--- config.mk ---
export PLATFORM = sky130hd
export DESIGN_NAME = mem_access
export DESIGN_NICKNAME = d
export VERILOG_FILES = /design/src/rtl/corePckg.sv /design/src/rtl/mem_lane_align.sv /design/src/rtl/mem_access.sv
export SDC_FILE = /design/constraint.sdc
export NUM_CORES = 1
export LEC_CHECK = 0
export ABC_AREA = 0
export BUFFER_PORTS_ARGS = -buffer_cell sky130_fd_sc_hd__clkbuf_2
export CORE_ASPECT_RATIO = 1.5
export CORE_UTILIZATION = 37
export CTS_BUF_LIST = sky130_fd_sc_hd__clkbuf_4 sky130_fd_sc_hd__clkbuf_8 sky130_fd_sc_hd__clkbuf_16
export DETAILED_ROUTE_END_ITERATION = 7
export PLACE_DENSITY = 0.66
export RECOVER_POWER = 50
export SLEW_MARGIN = 20
export SYNTH_ARGS = -nofsm -noshare
export SYNTH_HDL_FRONTEND = slang
export SYNTH_SLANG_ARGS = --single-unit
--- constraint.sdc ---
create_clock -name iClk -period 6 [get_ports iClk]
set_input_delay 0.6 -clock iClk [delete_from_list [all_inputs] [get_ports iClk]]
set_output_delay 0.6 -clock iClk [all_outputs]
set_load 0.01 [all_outputs]
--- src/rtl/corePckg.sv ---
// Shared types for the memory-access stage: FSM states, load/store funct3 codes, pipeline payloads.
// Latency: n/a (types and constants only).
// Backpressure: n/a.
package corePckg;

    typedef enum logic [1:0] {
        eIdle   = 2'd0,
        eAccess = 2'd1,
        eWb     = 2'd2
    } tMemState;

    localparam logic [2:0] cLoadB  = 3'b000;
    localparam logic [2:0] cLoadH  = 3'b001;
    localparam logic [2:0] cLoadW  = 3'b010;
    localparam logic [2:0] cLoadBU = 3'b100;
    localparam logic [2:0] cLoadHU = 3'b101;

    typedef struct packed {
        logic        read;
        logic        write;
        logic [2:0]  opType;
        logic [31:0] addr;
        logic [31:0] wdata;
        logic [4:0]  rdAddr;
    } tMemOp;

    typedef struct packed {
        logic        dv;
        logic [4:0]  addr;
        logic [31:0] data;
    } tRegOp;

    typedef struct packed {
        logic        dv;
        logic        taken;
        logic [31:0] target;
    } tBranchOp;

    typedef struct packed {
        tMemOp    memOp;
        tRegOp    regOp;
        tBranchOp brchOp;
    } tAluOut;

endpackage

--- src/rtl/mem_lane_align.sv ---
// Byte-lane steering: store byte enables / lane replication and load extract with sign/zero extension.
// Latency: purely combinational.
// Backpressure: none; misalign flags a half/word access whose low address bits do not fit the size.
module mem_lane_align
    import corePckg::*;
(
    input  logic [2:0]  op_type,
    input  logic [1:0]  addr_lo,
    input  logic [31:0] st_dat,
    input  logic [31:0] ld_word,
    output logic [3:0]  be,
    output logic [31:0] st_lanes,
    output logic [31:0] ld_dat,
    output logic        misalign
);

    logic [1:0]  off;
    logic [31:0] shifted;

    // Offset is aligned down to the access size so an unchecked misaligned access still hits whole lanes.
    always_comb begin
        off      = addr_lo;
        misalign = 1'b0;
        be       = 4'b1111;
        st_lanes = st_dat;
        case (op_type[1:0])
            2'b00: begin
                be       = 4'b0001 << addr_lo;
                st_lanes = {4{st_dat[7:0]}};
            end
            2'b01: begin
                off      = {addr_lo[1], 1'b0};
                misalign = addr_lo[0];
                be       = addr_lo[1] ? 4'b1100 : 4'b0011;
                st_lanes = {2{st_dat[15:0]}};
            end
            default: begin
                off      = 2'b00;
                misalign = |addr_lo;
            end
        endcase
    end

    assign shifted = ld_word >> {off, 3'b000};

    always_comb begin
        case (op_type)
            cLoadB:  ld_dat = {{24{shifted[7]}}, shifted[7:0]};
            cLoadBU: ld_dat = {24'd0, shifted[7:0]};
            cLoadH:  ld_dat = {{16{shifted[15]}}, shifted[15:0]};
            cLoadHU: ld_dat = {16'd0, shifted[15:0]};
            cLoadW:  ld_dat = shifted;
            default: ld_dat = shifted;
        endcase
    end

endmodule

--- src/rtl/mem_access.sv ---
// Memory-access stage: issues loads/stores, writes back loads, passes register-only ops through (MEM_MISALIGN_CHK_EN enables misalign rejection).
// Latency: register-only op 1 cycle; load writeback 1 cycle after iMemAck; access aborts after cMemTimeout cycles without ack.
// Backpressure: oStall is high for the whole access/writeback; upstream holds iAluOut/iAluDv meanwhile.
module mem_access
    import corePckg::*;
#(
    parameter int cMemTimeout = 64
) (
    input  logic        iClk,
    input  logic        iRstN,
    input  tAluOut      iAluOut,
    input  logic        iAluDv,
    output logic        oStall,
    output logic        oMemReq,
    output logic        oMemWe,
    output logic [31:0] oMemAddr,
    output logic [31:0] oMemWData,
    output logic [3:0]  oMemBe,
    input  logic        iMemAck,
    input  logic [31:0] iMemRData,
    output tRegOp       oRegOp,
    output tBranchOp    oBrchOp,
    output logic        oMemErr,
    output logic        oMisalign
);

`ifdef MEM_MISALIGN_CHK_EN
    localparam logic cChkEn = 1'b1;
`else
    localparam logic cChkEn = 1'b0;
`endif

    localparam logic [7:0] cTmoLast = 8'(cMemTimeout - 1);

    tMemState    state_q, state_d;
    logic [7:0]  cnt_q, cnt_d;
    logic [2:0]  op_type_q, op_type_d;
    logic [1:0]  addr_lo_q, addr_lo_d;
    logic [4:0]  rd_q, rd_d;
    logic        mem_req_q, mem_req_d;
    logic        mem_we_q, mem_we_d;
    logic [31:0] mem_addr_q, mem_addr_d;
    logic [31:0] mem_wdat_q, mem_wdat_d;
    logic [3:0]  mem_be_q, mem_be_d;
    tRegOp       reg_op_q, reg_op_d;
    tBranchOp    brch_op_q, brch_op_d;
    logic        mem_err_q, mem_err_d;
    logic        misalign_q, misalign_d;

    logic        is_mem;
    logic [2:0]  la_op_type;
    logic [1:0]  la_addr_lo;
    logic [3:0]  la_be;
    logic [31:0] la_st_lanes;
    logic [31:0] la_ld_dat;
    logic        la_misalign;

    assign is_mem = iAluOut.memOp.read ^ iAluOut.memOp.write;

    // In eIdle the aligner sees the incoming op (store lanes); afterwards the captured op (load extract).
    assign la_op_type = (state_q == eIdle) ? iAluOut.memOp.opType    : op_type_q;
    assign la_addr_lo = (state_q == eIdle) ? iAluOut.memOp.addr[1:0] : addr_lo_q;

    mem_lane_align u_lane_align (
        .op_type  (la_op_type),
        .addr_lo  (la_addr_lo),
        .st_dat   (iAluOut.memOp.wdata),
        .ld_word  (iMemRData),
        .be       (la_be),
        .st_lanes (la_st_lanes),
        .ld_dat   (la_ld_dat),
        .misalign (la_misalign)
    );

    always_comb begin
        state_d    = state_q;
        cnt_d      = cnt_q;
        op_type_d  = op_type_q;
        addr_lo_d  = addr_lo_q;
        rd_d       = rd_q;
        mem_req_d  = mem_req_q;
        mem_we_d   = mem_we_q;
        mem_addr_d = mem_addr_q;
        mem_wdat_d = mem_wdat_q;
        mem_be_d   = mem_be_q;
        reg_op_d   = '0;
        brch_op_d  = brch_op_q;
        mem_err_d  = 1'b0;
        misalign_d = 1'b0;

        case (state_q)
            eIdle: begin
                if (iAluDv) begin
                    brch_op_d = iAluOut.brchOp;
                    if (is_mem && cChkEn && la_misalign) begin
                        misalign_d = 1'b1;
                    end else if (is_mem) begin
                        state_d    = eAccess;
                        cnt_d      = 8'd0;
                        op_type_d  = iAluOut.memOp.opType;
                        addr_lo_d  = iAluOut.memOp.addr[1:0];
                        rd_d       = iAluOut.memOp.rdAddr;
                        mem_req_d  = 1'b1;
                        mem_we_d   = iAluOut.memOp.write;
                        mem_addr_d = {iAluOut.memOp.addr[31:2], 2'b00};
                        mem_wdat_d = la_st_lanes;
                        mem_be_d   = la_be;
                    end else begin
                        reg_op_d = iAluOut.regOp;
                    end
                end
            end
            eAccess: begin
                if (iMemAck) begin
                    mem_req_d = 1'b0;
                    mem_we_d  = 1'b0;
                    if (mem_we_q) begin
                        state_d = eIdle;
                    end else begin
                        state_d = eWb;
                        // rd 0 is hardwired zero in the register file: never write it.
                        if (rd_q != 5'd0) begin
                            reg_op_d.dv   = 1'b1;
                            reg_op_d.addr = rd_q;
                            reg_op_d.data = la_ld_dat;
                        end
                    end
                end else if (cnt_q == cTmoLast) begin
                    mem_err_d = 1'b1;
                    mem_req_d = 1'b0;
                    mem_we_d  = 1'b0;
                    state_d   = eIdle;
                end else begin
                    cnt_d = cnt_q + 8'd1;
                end
            end
            eWb: begin
                state_d = eIdle;
            end
            default: begin
                state_d = eIdle;
            end
        endcase
    end

    always_ff @(posedge iClk or negedge iRstN) begin
        if (!iRstN) begin
            state_q    <= eIdle;
            cnt_q      <= '0;
            op_type_q  <= '0;
            addr_lo_q  <= '0;
            rd_q       <= '0;
            mem_req_q  <= 1'b0;
            mem_we_q   <= 1'b0;
            mem_addr_q <= '0;
            mem_wdat_q <= '0;
            mem_be_q   <= '0;
            reg_op_q   <= '0;
            brch_op_q  <= '0;
            mem_err_q  <= 1'b0;
            misalign_q <= 1'b0;
        end else begin
            state_q    <= state_d;
            cnt_q      <= cnt_d;
            op_type_q  <= op_type_d;
            addr_lo_q  <= addr_lo_d;
            rd_q       <= rd_d;
            mem_req_q  <= mem_req_d;
            mem_we_q   <= mem_we_d;
            mem_addr_q <= mem_addr_d;
            mem_wdat_q <= mem_wdat_d;
            mem_be_q   <= mem_be_d;
            reg_op_q   <= reg_op_d;
            brch_op_q  <= brch_op_d;
            mem_err_q  <= mem_err_d;
            misalign_q <= misalign_d;
        end
    end

    assign oStall    = (state_q != eIdle);
    assign oMemReq   = mem_req_q;
    assign oMemWe    = mem_we_q;
    assign oMemAddr  = mem_addr_q;
    assign oMemWData = mem_wdat_q;
    assign oMemBe    = mem_be_q;
    assign oRegOp    = reg_op_q;
    assign oBrchOp   = brch_op_q;
    assign oMemErr   = mem_err_q;
    assign oMisalign = misalign_q;

endmodule

# Word-level counts from Yosys, hierarchy flattened
# Index checks and enable logic that the tools add are counted.
# word_totals
ff_bits,161
out_inout_bits,145
# classes
add_sub_neg,1
n_eq_ne,11
shift,2
n_mux,35
n_bitwise,1
n_reduce_logical,11
# op_table
cell,n
two-way mux 38 bit,5
case mux 32 bit (4 select lines),1
case mux 38 bit (2 select lines),1
case mux 32 bit (2 select lines),1
two-way mux 8 bit,4
>> shifter 32 x 5 -> 32 bit,1
case mux 8 bit (2 select lines),1
two-way mux 2 bit,6
two-way mux 1 bit,9
adder 8 x 1 -> 8 bit (second input constant),1
== test 8 x 6 -> 1 bit (second input constant),1
!= test 2 bit (second input constant),4
case mux 2 bit (2 select lines),2
case mux 4 bit (2 select lines),1
== test 3 bit (second input constant),2
AND reduction 3 bit,2
AND reduction 5 bit,1
nonzero test 5 bit,1
== test 2 x 1 -> 1 bit (second input constant),2
logical NOT 2 bit,2
two-way mux 4 bit,1
case mux 1 bit (2 select lines),2
AND reduction 4 bit,1
nonzero test 2 bit,2
7 further kinds,7

# Depth between registers and ports, before layout
# Gate-level depths: netlist of run 1.
# depth
ltp_word,10
mapped_depth,9

# Cells and area by module
# Synthesis of run 1 repeated with hierarchy kept, for this count alone.
# hier_totals
hier_cells,622
hier_area_um2,7374.6
# modules_own_cells
mod,n_inst,cells_per_inst,area_per_inst_um2
mem_access,1,462,6256.0
mem_lane_align,1,160,1118.6

# Worst setup path after synthesis of run 1
# No wires, ideal clock.
# synth_path
path_type,input to register
from,input iAluOut[141] (netlist name)
to,register reg_op_q (netlist bit oRegOp[16])
setup_ns,0.121
t_arrival_ns,2.429
path_slack_ns,3.450
cell_stages,7
path_cell_list,nor4_1 > a21oi_2 > nor2_2 > mux4_2 > a22o_2 > buf_2 > a22o_1
# synth_between
elab_chain_cells,9
elab_cells_between_ends,14
cone_classes,eq/ne (4); shift (1); mux (7); reduce/logical (2)
# synth_rtl
element,line_no,rtl
from (decl),mem_access.sv:11,"input tAluOut iAluOut,"
two-way mux 3 bit *,mem_access.sv:61,assign la_op_type = (state_q == eIdle) ? iAluOut.memOp.opType : op_type_q;
== test 2 x 1 -> 1 bit or logical NOT 2 bit (tied branches),mem_lane_align.sv:26,case (op_type[1:0])
case mux 2 bit (2 select lines),mem_lane_align.sv:26,
>> shifter 32 x 5 -> 32 bit,mem_lane_align.sv:44,"assign shifted = ld_word >> {off, 3'b000};"
case mux 32 bit (4 select lines) *,mem_lane_align.sv:47,case (op_type)
two-way mux 38 bit *,mem_access.sv:122,if (rd_q != 5'd0) begin
two-way mux 38 bit *,mem_access.sv:117,if (mem_we_q) begin
two-way mux 38 bit *,mem_access.sv:114,if (iMemAck) begin
case mux 38 bit (2 select lines) *,mem_access.sv:91,case (state_q)
via reg_op_d[16],mem_access.sv:45,"tRegOp reg_op_q, reg_op_d;"
to (signal assigned),mem_access.sv:173,reg_op_q <= reg_op_d;
to (decl),mem_access.sv:45,
# Mark *: on every way through the listed nets, which the timed path passes. The rest lies on a longest branch.
# A chain may end at the register's enable or synchronous reset.

# Worst setup path in the final report of run 1
# layout_path
from,register state_q[0]
to,register reg_op_q (netlist bit oRegOp[17])
# layout_between
elab_chain_cells,10
elab_cells_between_ends,17
cone_classes,eq/ne (5); shift (1); mux (8); reduce/logical (3)
# layout_rtl
element,line_no,rtl
from (decl),mem_access.sv:35,"tMemState state_q, state_d;"
from (signal assigned),mem_access.sv:148,state_q <= eIdle;
from (signal assigned),mem_access.sv:163,state_q <= state_d;
logical NOT 2 bit,"mem_access.sv:61, mem_access.sv:62, mem_access.sv:91",
two-way mux 3 bit,mem_access.sv:61,
== test 2 x 1 -> 1 bit or logical NOT 2 bit (tied branches),mem_lane_align.sv:26,
case mux 2 bit (2 select lines),mem_lane_align.sv:26,
>> shifter 32 x 5 -> 32 bit,mem_lane_align.sv:44,
case mux 32 bit (4 select lines),mem_lane_align.sv:47,
two-way mux 38 bit,mem_access.sv:122,
two-way mux 38 bit,mem_access.sv:117,
two-way mux 38 bit,mem_access.sv:114,
case mux 38 bit (2 select lines) *,mem_access.sv:91,
via reg_op_d[17],mem_access.sv:45,
# Marked as above.

==> impl_metrics.json, run 1 <==
{
  "status": "finished, violations left",
  "violations": "capacitance limit, slew limit",
  "wl_per_cell_um": 16.57,
  "synth_top_family_by_area": "simple AND/OR/NAND/NOR gates",
  "vias": 5958,
  "ctsLongestPathBuffers": 2,
  "multi_input_area_mm2": 0.002719,
  "crit_fanout": 18,
  "area_growth_pct": 32.71,
  "dpl_cell_area_mm2": 0.008757,
  "clk_pin_slew_worst_paths_ps": 70,
  "die_x_um": 113.5,
  "die_y_um": 169.3,
  "rows": 60,
  "viasPerCell": 4.840,
  "fmax_mhz": 303.9,
  "crit_path_max_incr_delay_ps": 750,
  "synth-main-ff-cell": "dfrtp_1",
  "yosysTopAreaCellShare": 0.5835,
  "finalCriticalPeriod_ps": 3291,
  "path_buf_inv": 1,
  "ant_nets": 0,
  "clockRootBuffer": "clkbuf_16",
  "skew_ps": 10.07,
  "yosysWarnings": 0,
  "rsz0062_at_grt": "no",
  "clock_sinks": 161,
  "maxCapViolCount": 1,
  "grt_overflow": 0,
  "grt_max_degree": 108,
  "start_kind": "flip-flop",
  "grt_use_total": 0.2130,
  "async_flop_share": 1.000,
  "portBuffers": 323,
  "n_fill_cell": 1768,
  "grt_pass1_wl_um": 31110,
  "regArea_mm2": 0.004029,
  "ys_ff_latch": 161,
  "initial_core_util": 0.3816,
  "fp.dieArea_mm2": 0.01922,
  "worst_pin_slew_ps": 2688,
  "fin_total_pwr_mw": 3.921,
  "post_synth_main_area_contributors": "dfrtp_1 58%, nand2_1 11%, mux2_2 5.5%, mux2i_1 5.1%, a22o_1 3.7%",
  "cts-resized-gates": 0,
  "place_congestion": 0.8382,
  "crit_family": "compound AO/OA/AOI/OAI gates",
  "irDropWorstVdd_mv": 0.2164,
  "p_leak_nw": 4.686,
  "synth_cell_types": 48,
  "crit_slowest_cell": "a21oi_2",
  "crit_type": "reg2reg",
  "synth_top_cell_by_area": "dfrtp_1",
  "synth_compound_area_frac": 0.1011,
  "report.final.slew_viol_count": 108,
  "synth_mux_area_frac": 0.1115,
  "synth-edff-count": 0,
  "diodes": 0,
  "worstPathCellList": "nor2_8 -> inv_2 -> a21oi_2 -> nor2_2 -> mux4_2 -> a22o_2 -> a22o_1",
  "synth_xor_area_frac": 0.008880,
  "final_nets": 1153,
  "slew_headroom": -0.7920,
  "pin_count": 327,
  "synthAdderAreaFrac": 0.001812,
  "ys_seq_area_frac": 0.5835,
  "core_region_area_mm2": 0.01809,
  "tns_ps": 0,
  "drtPass1Iterations": 4,
  "endpoint_kind": "flip-flop",
  "hold_class": "in2reg",
  "grt_pass1_vias": 5875,
  "drive_above_1_share": 0.2899,
  "hold_viol": 0,
  "hold_buffers": 0,
  "synth_area_mm2": 0.006904,
  "finalWirelength_um": 20400,
  "avgSynthCellArea_um2": 10.44,
  "clock_latency_ps": 420,
  "drtIter0Drc": 322,
  "syn_inst": 661,
  "period_share": 0.5485,
  "p_per_area_mw_per_mm2": 427.9,
  "tritoncts": "yes",
  "antenna_found_initial": 0,
  "post_cts.repair.setup_buffers": 0,
  "yosys.area_share.simple": 0.1638,
  "required_ps": 6310,
  "setup_violations": 0,
  "final_area_mm2": 0.009163,
  "h-tree-depth": 4,
  "layout.core_utilization": 0.5064,
  "numCtsBuffers": 17,
  "cp.arrival_ps": 3600,
  "dpl.hpwl_um": 15120,
  "drc_errors": 0
}
final timing paths:
path	depth (start not counted)	start	slack [ps]	to
worst max-delay path	7	state_q[0]	2710	oRegOp[17]
worst min-delay path	3	iAluOut[139]	370	oMemAddr[30]
worst max register to register	7	state_q[0]	2710	oRegOp[17]
worst min register to register	2	oMemAddr[12]	470	oMemAddr[12]
max in group asynchronous	2	iRstN	3110	oBrchOp[33]
min in group asynchronous	1	iRstN	1000	oRegOp[23]
tightest hold or removal path: cells and delay by family:
| kind | cells | cell delay, ps |
|---|---|---|
| simple gates | 2 | 80 |
| buf+inv | 1 | 80 |
cell usage after synthesis, drive strengths merged (2+ instances only):
cell,count
a211oi,9
a21oi,12
a22o,30
a31oi,2
and2,2
buf,12
clkbuf,29
dfrtp,161
inv,7
mux2,34
mux2i,36
nand2,202
nand2b,2
nand3,6
nor2,42
nor2b,8
nor3,3
nor3b,3
o211ai,16
o21ai,22
or4,2
xnor2,2
xor2,5
state kept, by name, indices dropped and copies added, names as in the netlist:
signal,count
cnt_q,8
oRegOp,38
oMemWData,32
op_type_q,3
oMemBe,4
oBrchOp,34
oMemAddr,30
oMemReq,1
state_q,2
oMemErr,1
rd_q,5
oMemWe,1
addr_lo_q,2
metrics by stage:
stage | setup slack, ps | hold slack, ps | instances
after floorplan | 3450 | 304.4 | 663
after global placement | 2713 | 458.0 | 1199
after detailed placement | 2682 | 461.5 | 1199
after CTS | 2704 | 348.7 | 1231
after global routing | 2505 | 358.1 | 1231
final | 2709 | 369.6 | 1231
logic make-up (layout without fill, tap and decap cells):
| family | count (synthesis) | in the layout |
|---|---|---|
| simple gates | 274 | 274 |
| xor+xnor | 7 | 7 |
| fa+ha+maj | 1 | 1 |
| flops | 161 | 161 |
| mux | 71 | 71 |
| compound gates | 98 | 98 |
| other cells | 1 | 3 |
| buf+inv | 48 | 368 |
power by group:
group	internal, mW	switching (mW)
registers	1.43	0.195
logic	0.483	0.756
clock network	0.586	0.474
layout by cell type, fill, tap and decap left out, types with 2 or more instances in the layout:
master / count
a211oi_1: 9
a21oi_1: 11
a22o_1: 29
buf_4: 6
clkbuf_1: 125
clkbuf_16: 17
clkbuf_2: 198
clkinv_2: 3
clkinv_4: 2
conb_1: 3
dfrtp_1: 161
inv_1: 6
inv_6: 5
inv_8: 3
mux2_2: 34
mux2i_1: 34
nand2_1: 201
nand2b_1: 2
nand3_1: 6
nor2_1: 39
nor2_2: 2
nor2b_1: 8
nor3_1: 3
nor3b_1: 2
o211ai_1: 16
o21ai_0: 21
or4_1: 2
xnor2_1: 2
xor2_1: 5
per-layer routing:
metal / vias to the layer above / track usage / routed length [um]
met5: - / 0 / 0
met4: 0 / 0.09039 / 571
met3: 34 / 0.05750 / 1405
met2: 258 / 0.3871 / 10800
met1: 2816 / 0.2301 / 7626
li1: 2850 / - / -
layout make-up:
cell class	instances	area share
Clock buffer	17	0.04643
Inverter	7	0.002868
Tap cell	248	0.03387
Timing Repair Buffer	329	0.1643
Clock inverter	15	0.01611
Multi-Input combinational cell	454	0.2967
Sequential cell	161	0.4397
Power figures use the tool's default switching activity.
==> run 2, diff against run 1 <==
- PLACE_DENSITY: 0.66 -> 0.69
- clock period: 6 -> 2.77 ns (I/O delays scaled with it)
==> impl_metrics.json, run 2 (synthesis results as in run 1) <==
{
  "vias": 5975,
  "required_ps": 3070,
  "start_kind": "flip-flop",
  "holdPathEnd": "oMemAddr[13]",
  "p_per_area_mw_per_mm2": 924.5,
  "final_nets": 1167,
  "area_growth_pct": 34.47,
  "worstPathCellList": "nor4_1 -> a21oi_2 -> nor2_2 -> mux4_2 -> a22o_2 -> a22o_1",
  "pin_count": 327,
  "die_y_um": 169.3,
  "rows": 60,
  "holdWs_ps": 43.81,
  "final_area_mm2": 0.009284,
  "grt_pass1_vias": 5942,
  "path_buf_inv": 0,
  "cp.arrival_ps": 2730,
  "drtPass1Iterations": 4,
  "largest_register_ffs": 38,
  "clk_pin_slew_worst_paths_ps": 70,
  "holdPathStages": 3,
  "p_leak_nw": 4.708,
  "clock_sinks": 161,
  "cts-resized-gates": 0,
  "h-tree-depth": 4,
  "clockRootBuffer": "clkbuf_16",
  "final_common_cell": "nand2_1",
  "r2r-end": "oRegOp[17]",
  "numCtsBuffers": 17,
  "slew_headroom": -0.3530,
  "grt_max_degree": 80,
  "worst_pin_slew_ps": 2030,
  "endpoint_kind": "flip-flop",
  "irDropWorstVdd_mv": 0.4359,
  "grt_pass1_wl_um": 31520,
  "hold_viol": 0,
  "drtIter0Drc": 345,
  "finalWirelength_um": 20670,
  "skew_ps": 6.967,
  "fmax_mhz": 411.9,
  "drc_errors": 0,
  "crit_path_max_incr_delay_ps": 550,
  "crit_slowest_cell": "mux4_2",
  "initial_core_util": 0.3816,
  "layout.core_utilization": 0.5131,
  "grt_overflow": 0,
  "portBuffers": 323,
  "viasPerCell": 4.799,
  "crit_fanout": 16,
  "reg2reg_depth": 6,
  "fp.dieArea_mm2": 0.01922,
  "final_cell_mix": "201 x nand2_1, 182 x clkbuf_2, 161 x dfrtp_1, 143 x clkbuf_1, 39 x nor2_1",
  "period_share": 0.8765,
  "hold_buffers": 1,
  "core_region_area_mm2": 0.01809,
  "n_fill_cell": 1777,
  "dpl.hpwl_um": 15950,
  "violations": "capacitance limit, slew limit",
  "post_cts.repair.setup_buffers": 0,
  "crit_type": "reg2reg",
  "fin_total_pwr_mw": 8.583,
  "tns_ps": 0,
  "hold_start": "iAluOut[122]",
  "r2r_slack_ps": 340,
  "rsz0062_at_grt": "no",
  "drive_above_1_share": 0.2808,
  "die_x_um": 113.5,
  "dpl_cell_area_mm2": 0.008864,
  "antenna_found_initial": 0,
  "ant_nets": 0,
  "maxCapViolCount": 1,
  "report.final.slew_viol_count": 79,
  "status": "finished, violations left",
  "tritoncts": "yes",
  "finalCriticalPeriod_ps": 2428,
  "place_congestion": 0.8932,
  "clock_latency_ps": 420,
  "reg2reg_from": "state_q[0]",
  "diodes": 0,
  "hold_class": "in2reg",
  "crit_family": "compound AO/OA/AOI/OAI gates",
  "wl_per_cell_um": 16.60,
  "setup_violations": 0,
  "ctsLongestPathBuffers": 2,
  "grt_use_total": 0.2178
}
run 2: worst max-delay path by stage:
stage | startpoint | end | slack (ps) | depth (start not counted)
after floorplan | state_q[0] | oRegOp[27] | 350 | 8
after global placement | state_q[0] | oRegOp[17] | 390 | 6
after detailed placement | state_q[0] | oRegOp[17] | 380 | 6
after CTS | state_q[0] | oRegOp[17] | 350 | 6
after global routing | iRstN | oRegOp[8] | 130 | 3
final | state_q[0] | oRegOp[17] | 340 | 6
run 2: layout make-up:
class	instances	area, um2	area share
clock buffer	18	432.9	0.04663
clock inverter	14	167.7	0.01806
inverter	7	26.28	0.002830
multi-input combinational	454	2720	0.2930
sequential	161	4029	0.4340
tap	248	310.3	0.03342
timing repair buffer	343	1598	0.1721
run 2: worst min-delay path, stage by stage:
cell and delay, ps:
clkbuf_2 70, nand2_1 40, nand2_1 40
run 2: power by group:
group | switching (mW) | total (mW) | internal (mW)
sequential | 0.416 | 3.51 | 3.09
clock | 1.02 | 2.39 | 1.37
combinational | 1.63 | 2.69 | 1.06
run 2: metrics by stage:
stage | setup slack, ps | instances
6_report | 342.0 | 1245
3_5_place_dp | 377.6 | 1212
5_1_grt | 134.8 | 1245
4_1_cts | 348.7 | 1245
3_3_place_gp | 394.1 | 1212
2_1_floorplan | 348.9 | 663
run 2: routing by layer:
layer	up-vias	routed length, um	part of all wire	GRT usage
met4	0	608	0.029	0.1030
li1	2874	-	-	-
met2	251	11130	0.54	0.4077
met1	2814	7449	0.36	0.2215
met3	36	1483	0.072	0.05714
met5	-	0	0	0
==> run 3, diff against run 2 <==
- CAP_MARGIN: default -> 25
- PLACE_DENSITY: 0.69 -> 0.66
- clock period: 2.77 -> 3.1 ns (I/O delays scaled with it)
==> impl_metrics.json, run 3 (synthesis results as in run 1) <==
{
  "h-tree-depth": 4,
  "tns_ps": 0,
  "ctsLongestPathBuffers": 2,
  "finalWirelength_um": 20960,
  "portBuffers": 323,
  "diodes": 0,
  "viasPerCell": 4.853,
  "fp.dieArea_mm2": 0.01922,
  "skew_ps": 11.35,
  "crit_cells": 7,
  "grt_overflow": 0,
  "final_cell_mix": "201 x nand2_1, 182 x clkbuf_2, 161 x dfrtp_1, 141 x clkbuf_1, 39 x nor2_1",
  "drtIter0Drc": 316,
  "grt_max_degree": 74,
  "grt_pass1_wl_um": 31540,
  "finalCriticalPeriod_ps": 2626,
  "crit_type": "reg2reg",
  "reg2reg_depth": 7,
  "holdPathStages": 3,
  "wl_per_cell_um": 16.88,
  "p_per_area_mw_per_mm2": 824.4,
  "clock_latency_ps": 420,
  "ant_nets": 0,
  "swShare": 0.3637,
  "switching_power_mw": 2.772,
  "tritoncts": "yes",
  "final_nets": 1164,
  "area_growth_pct": 33.91,
  "crit_path_max_incr_delay_ps": 580,
  "required_ps": 3410,
  "pin_count": 327,
  "drive_above_1_share": 0.2807,
  "hold_class": "in2reg",
  "intPower_mw": 4.850,
  "path_buf_inv": 1,
  "fin_total_pwr_mw": 7.622,
  "p_clk_frac": 0.271,
  "start_kind": "flip-flop",
  "drc_errors": 0,
  "setup_violations": 0,
  "worstPathCellList": "nor2_8 -> inv_2 -> a31oi_2 -> mux2i_1 -> nand3b_1 -> a22o_2 -> a22o_1",
  "report.final.slew_viol_count": 73,
  "clk_pin_slew_worst_paths_ps": 70,
  "met1_length_um": 7563,
  "clockRootBuffer": "clkbuf_16",
  "cp.arrival_ps": 2930,
  "layout.core_utilization": 0.5110,
  "violations": "capacitance limit, slew limit",
  "wl_met2_um": 11420,
  "wl_met3_um": 1480,
  "numCtsBuffers": 17,
  "status": "finished, violations left",
  "worst_slack_ps": 474.4,
  "initial_core_util": 0.3816,
  "rows": 60,
  "largest_register_ffs": 38,
  "slew_headroom": -0.2780,
  "crit_family": "compound AO/OA/AOI/OAI gates",
  "period_share": 0.8470,
  "grt_use_total": 0.2180,
  "worst_pin_slew_ps": 1917,
  "p_leak_nw": 4.694,
  "hold_viol": 0,
  "final_common_cell": "nand2_1",
  "dpl.hpwl_um": 16000,
  "highest_layer": "met4",
  "irDropWorstVdd_mv": 0.3584,
  "die_y_um": 169.3,
  "pre_cts_ws_ps": 519.0,
  "fmax_mhz": 380.9,
  "antenna_found_initial": 0,
  "core_region_area_mm2": 0.01809,
  "drtPass1Iterations": 4,
  "seq_power_share": 0.412,
  "p_comb_frac": 0.317,
  "vias": 6027,
  "rsz0062_at_grt": "no",
  "crit_fanout": 16,
  "grt_pass1_vias": 5937,
  "crit_slowest_cell": "a31oi_2",
  "maxCapViolCount": 1,
  "place_congestion": 0.8306,
  "endpoint_kind": "flip-flop",
  "die_x_um": 113.5,
  "clock_sinks": 161
}
## run 3: cell count changes in the layout (fill, tap and decap cells not counted)
| cell | change |
|---|---|
| clkinv_4 | +1 |
| clkinv_2 | +1 |
| bufinv_16 | -1 |
| clkinvlp_4 | -1 |
| clkbuf_1 | -2 |
| buf_4 | -1 |
## run 3: metal layers
layer  track usage  vias up
li1              -     2868
met1        0.2248     2883
met2        0.4072      246
met3       0.06464       30
met4       0.08524        0
met5             0        -
## run 3: what timing repair did
item,in CTS,in global routing
hold buffers,1,0
setup buffers,0,0
gates resized for setup,0,0
hold endpoints to repair,71,0
## run 3: worst reg2reg max path: stages (launching register included)
cell	delay, ps
dfrtp_1	520
nor2_8	240
inv_2	110
a31oi_2	580
mux2i_1	310
nand3b_1	110
a22o_2	380
a22o_1	270
## run 3: cell type report
| cell class | count | area, um2 |
|---|---|---|
| Fill cell | 1783 | 8847 |
| Sequential cell | 161 | 4029 |
| Multi-Input combinational cell | 454 | 2720 |
| Timing Repair Buffer | 340 | 1583 |
| Clock buffer | 18 | 432.9 |
| Tap cell | 248 | 310.3 |
| Clock inverter | 14 | 143.9 |
| Inverter | 7 | 26.28 |
## run 3: path summary, 6_finish.rpt
check / start / to / slack, ps
max: state_q[0] / oRegOp[17] / 470
min: iAluOut[130] / oMemAddr[21] / 70
max reg2reg: state_q[0] / oRegOp[17] / 470
min reg2reg: oMemAddr[10] / oMemAddr[10] / 470
max in group asynchronous: iRstN / oMemAddr[4] / 850
min in group asynchronous: iRstN / oRegOp[20] / 960
## run 3: metrics by stage
step	area, um2	hold WS [ps]	instances
2_1_floorplan	6912	14.41	663
3_3_place_gp	8841	387.4	1209
3_5_place_dp	8841	393.7	1209
4_1_cts	9428	53.17	1242
5_1_grt	9245	53.91	1242
6_report	9245	71.56	1242
## run 3: power groups by stage
stage	Sequential, mW	Clock (mW)	Combinational [mW]
after global routing	3.23	2.20	2.68
after detailed placement	3.17	0	2.61
after floorplan	3.41	0	1.16
after CTS	3.15	2.11	2.61
final	3.14	2.07	2.42
after global placement	3.16	0	2.57
